## src/rtl/timer_dev.sv

```systemverilog
// Memory-mapped countdown timer: one responder on the bridge's per-device port.
// The timer loads PRESET, counts down once per clock, flags an interrupt, and then either stops or reloads.
module timer_dev (
  input  logic        clk,
  input  logic        reset,
  input  logic [31:2] Addr,
  input  logic        WE,
  input  logic [31:0] Din,
  output logic [31:0] Dout,
  output logic        IRQ
);

  typedef enum logic [1:0] {
    S_IDLE = 2'd0,
    S_LOAD = 2'd1,
    S_CNT  = 2'd2,
    S_INT  = 2'd3
  } state_t;

  state_t      state_q, state_d;
  logic [3:0]  ctrl_q, ctrl_d;
  logic [31:0] preset_q, preset_d;
  logic [31:0] count_q, count_d;
  logic        irq_flag_q, irq_flag_d;

  logic        wr_ctrl, wr_preset;
  logic        en, im, auto_reload;

  // The bridge has already qualified the window, so only the word offset is decoded.
  logic        unused_addr;
  assign unused_addr = ^Addr[31:4];

  assign en          = ctrl_q[0];
  assign im          = ctrl_q[3];
  assign auto_reload = (ctrl_q[2:1] == 2'b01);
  assign wr_ctrl     = WE && (Addr[3:2] == 2'd0);
  assign wr_preset   = WE && (Addr[3:2] == 2'd1);

  always_comb begin
    state_d    = state_q;
    ctrl_d     = ctrl_q;
    preset_d   = preset_q;
    count_d    = count_q;
    irq_flag_d = irq_flag_q;

    unique case (state_q)
      S_IDLE: begin
        if (en) state_d = S_LOAD;
      end
      S_LOAD: begin
        count_d = preset_q;
        state_d = S_CNT;
      end
      S_CNT: begin
        if (!en) begin
          state_d = S_IDLE;
        end else if (count_q > 32'd1) begin
          count_d = count_q - 32'd1;
        end else begin
          count_d    = '0;
          irq_flag_d = 1'b1;
          state_d    = S_INT;
        end
      end
      S_INT: begin
        if (auto_reload) irq_flag_d = 1'b0;
        else             ctrl_d[0]  = 1'b0;
        state_d = S_IDLE;
      end
      default: state_d = S_IDLE;
    endcase

    // Bus writes override whatever the FSM wanted for the same register or flag.
    if (wr_ctrl) begin
      ctrl_d     = Din[3:0];
      irq_flag_d = 1'b0;
    end
    if (wr_preset) begin
      preset_d   = Din;
      irq_flag_d = 1'b0;
    end
  end

  always_ff @(posedge clk or negedge reset) begin
    if (!reset) begin
      state_q    <= S_IDLE;
      ctrl_q     <= '0;
      preset_q   <= '0;
      count_q    <= '0;
      irq_flag_q <= 1'b0;
    end else begin
      state_q    <= state_d;
      ctrl_q     <= ctrl_d;
      preset_q   <= preset_d;
      count_q    <= count_d;
      irq_flag_q <= irq_flag_d;
    end
  end

  always_comb begin
    Dout = '0;
    unique case (Addr[3:2])
      2'd0:    Dout = {28'd0, ctrl_q};
      2'd1:    Dout = preset_q;
      2'd2:    Dout = count_q;
      default: Dout = '0;
    endcase
  end

  assign IRQ = irq_flag_q & im;

endmodule

```

## config.mk

```make
export PLATFORM = sky130hd
export DESIGN_NAME = timer_dev
export DESIGN_NICKNAME = d
export VERILOG_FILES = /design/src/rtl/timer_dev.sv
export SDC_FILE = /design/constraint.sdc
export NUM_CORES = 1
export LEC_CHECK = 0
export CAP_MARGIN = 20
export CORE_AREA = 2 2 94 96
export DETAILED_ROUTE_END_ITERATION = 6
export DIE_AREA = 0 0 96 98
export GPL_TIMING_DRIVEN = 1
export PLACE_DENSITY = 0.78
export SLEW_MARGIN = 10
export SYNTH_ARGS = -nofsm -noshare
export SYNTH_HDL_FRONTEND = slang
export SYNTH_SLANG_ARGS = --single-unit
```

## constraint.sdc

```tcl
create_clock -name clk -period 3.7 [get_ports clk]
set_input_delay 1.11 -clock clk [delete_from_list [all_inputs] [get_ports clk]]
set_output_delay 1.11 -clock clk [all_outputs]
set_load 0.01 [all_outputs]
```

==> results <==
-- worst min-delay path, stage by stage, from the launching register on --
cell	delay (ns)
dfrtp_1	0.34
a31oi_1	0.04
nor2_1	0.07
-- worst paths after layout --
| check | slack [ns] | depth (start not counted) | start | to |
|---|---|---|---|---|
| worst max-delay path | 0.07 | 7 | Addr[2] | Dout[12] |
| worst min-delay path | 0.49 | 2 | irq_flag_q$_DFFE_PN0P_ | irq_flag_q$_DFFE_PN0P_ |
| worst max register to register | 0.82 | 6 | count_q[29]$_DFFE_PN0P_ | count_q[8]$_DFFE_PN0P_ |
| worst min register to register | 0.49 | 2 | irq_flag_q$_DFFE_PN0P_ | irq_flag_q$_DFFE_PN0P_ |
| max in group asynchronous | 2.61 | 2 | reset | ctrl_q[2]$_DFFE_PN0P_ |
| min in group asynchronous | 0.76 | 2 | reset | preset_q[25]$_DFFE_PN0P_ |
-- layout by cell type, fill, tap and decap left out, drive strengths merged, types with 7 or more instances in the layout --
| master | n |
|---|---|
| a22o | 31 |
| nand2b | 7 |
| or4 | 11 |
| nor3 | 11 |
| buf | 16 |
| mux2 | 35 |
| dfrtp | 71 |
| clkbuf | 12 |
| clkdlybuf4s50 | 35 |
| dlygate4sd2 | 31 |
| or3 | 7 |
| a22oi | 8 |
| o211ai | 9 |
| a21oi | 11 |
| o311ai | 10 |
| o21ai | 17 |
| nand3 | 16 |
| nor2 | 12 |
| nand2 | 33 |
-- metal layers --
| metal | track usage | vias to the layer above | share of wire |
|---|---|---|---|
| li1 | - | 1686 | - |
| met4 | 0.0934 | 0 | 0.018 |
| met3 | 0.0324 | 21 | 0.062 |
| met2 | 0.373 | 152 | 0.48 |
| met1 | 0.346 | 1799 | 0.44 |
| met5 | 0 | - | 0 |
-- registers in the layout, summed over array words and instances (netlist names) --
signal / cells
irq_flag_q: 1
ctrl_q: 4
count_q: 32
preset_q: 32
state_q: 2
-- layout make-up --
class / instances / area share
Clock buffer: 12 / 0.0269
Clock inverter: 4 / 0.00448
Inverter: 6 / 0.00448
Multi-Input combinational cell: 291 / 0.424
Sequential cell: 71 / 0.353
Tap cell: 108 / 0.0269
Timing Repair Buffer: 84 / 0.160
-- power breakdown --
group | internal [mW] | switching, mW | leakage (nW)
Sequential | 1.03 | 0.354 | 0.859
Clock | 0.241 | 0.291 | 0.0801
Combinational | 0.589 | 0.678 | 1.17
Total | 1.86 | 1.32 | 2.11
-- metrics by stage --
step	area, um2	power (mW)	worst slack (ns)	std cells
final	5030	3.18	0.0665	576
after global routing	5030	3.40	0.00297	576
after CTS	5030	3.18	0.0658	576
after detailed placement	4880	2.69	-0.222	558
after global placement	4880	2.63	-0.196	558
after floorplan	4050	2.20	0.286	400
-- cells by family after synthesis --
family | after synthesis
AO/OA/AOI/OAI | 121
adder cells (fa/ha/maj) | 2
AND/OR/NAND/NOR | 128
flip-flops | 71
multiplexers | 40
buffers and inverters | 38
-- repair_timing --
| item | in CTS | in global routing |
|---|---|---|
| setup buffers | 2 | 0 |
| endpoints found under the setup margin | 32 | 2 |
| gates resized for setup | 37 | 2 |
==> metrics.txt <==
max_slew headroom=0.485; post-DP HPWL=7320 um; CP cell instances=clkdlybuf4s50_1, buf_4, nor2b_4, buf_6, buf_4, a22o_1, dlygate4sd2_1; Setup CP Type=in2out; Worst path top cell family by delay=buffers and inverters; max incr delay on CP=0.44 ns; Util after Layout=0.594; status=finished, final reports clean; final hold violation count=0; Netlist cell types=57; vias in the first global route=3621; core area=8470 um2; CP arrival=2.52 ns; Critical Path RT=2.59 ns; period utilization=0.982; TNS Setup=0 ns; drt drc=0; Yosys reg bits=71; total congestion overflow=0; CTS Buf Count=9; I/O Buffers=69; Slowest-stage cell, CP=clkdlybuf4s50_1; Startpoint Class=input pin; Gate Count Post-Synth=400; Leak Pwr=2.11 nW; Synth Area in Compound Gates=0.231; largest cells by area after synthesis=dfrtp_1, mux2_2, a22o_1, nand2_1, clkbuf_1; Synth Area in XOR/XNOR=0; Reg clk slew, reported paths=0.07 ns; ys async rst share=1.00; final setup fails=0; total track usage=0.242; Layout Skew=0.00673 ns; IO Pins=98; Post-DRT Antenna Nets=0; post-synthesis mux area share=0.110; initial antenna violation count=0; syn nets=467; Slew @ Worst Pin=0.771 ns; Worst Setup End Kind=output port; max-cap violations=0; global-route wire length before repair=17900 um; Synth Area in Adders=0.00618; share of cells above drive strength 1=0.169; most frequent cell after synthesis=dfrtp_1; H-tree Lvls=3; Min-Delay Path Class=reg2reg; CP max FO=6; largest net degree at the start of global routing=72; Via density=6.35; Root Buffer=clkbuf_8; Die Width=96 um; EDFF count, synth=0; drt wl/cell=18.7 um; die area=9410 um2; routability cong.=0.916; # fillers=736; Crit path buffers/inverters=5; via count=3658; area share of the largest cell type after synthesis=0.439; Top FF cell, synth=dfrtp_1; Power Density=633 nW/um2; DR pass1 iterations=5; Area growth, synth to finish=24.1%; Pins Over Slew Limit=0; total clock sinks=71; Synth Area in Simple Gates=0.175; Synth top cells by count=dfrtp_1, mux2_2, nand2_1; Achievable Freq=0.275 GHz; Seq. cell area=1780 um2; RSZ-0062 raised after global routing=no; worst vdd ir=0.309 mV; CTS tree=built; Seq/Total Area, Yosys=0.439; Clk Latency, worst-skew pair=0.35 ns; initial core utilization=0.479; Synth Cell Area=4050 um2; Initial DRC Count=294; most frequent CP cell=buf_4; WL final=10800 um; Die H=98 um; CTS Buffer Depth=2; Core Rows=34; Avg Cell Area, Syn=10.1 um2; post-synth top area cell=dfrtp_1; footprint of the multi-input gates=2130 um2; synth warn=0; post-layout min period=3.63 ns; hold_buf cts=0; Net count, final=530; main combinational cell family by area after synthesis=compound AO/OA/AOI/OAI gates; hold slack=0.495 ns; ant diodes=0
(Power assumes the default switching activity.)
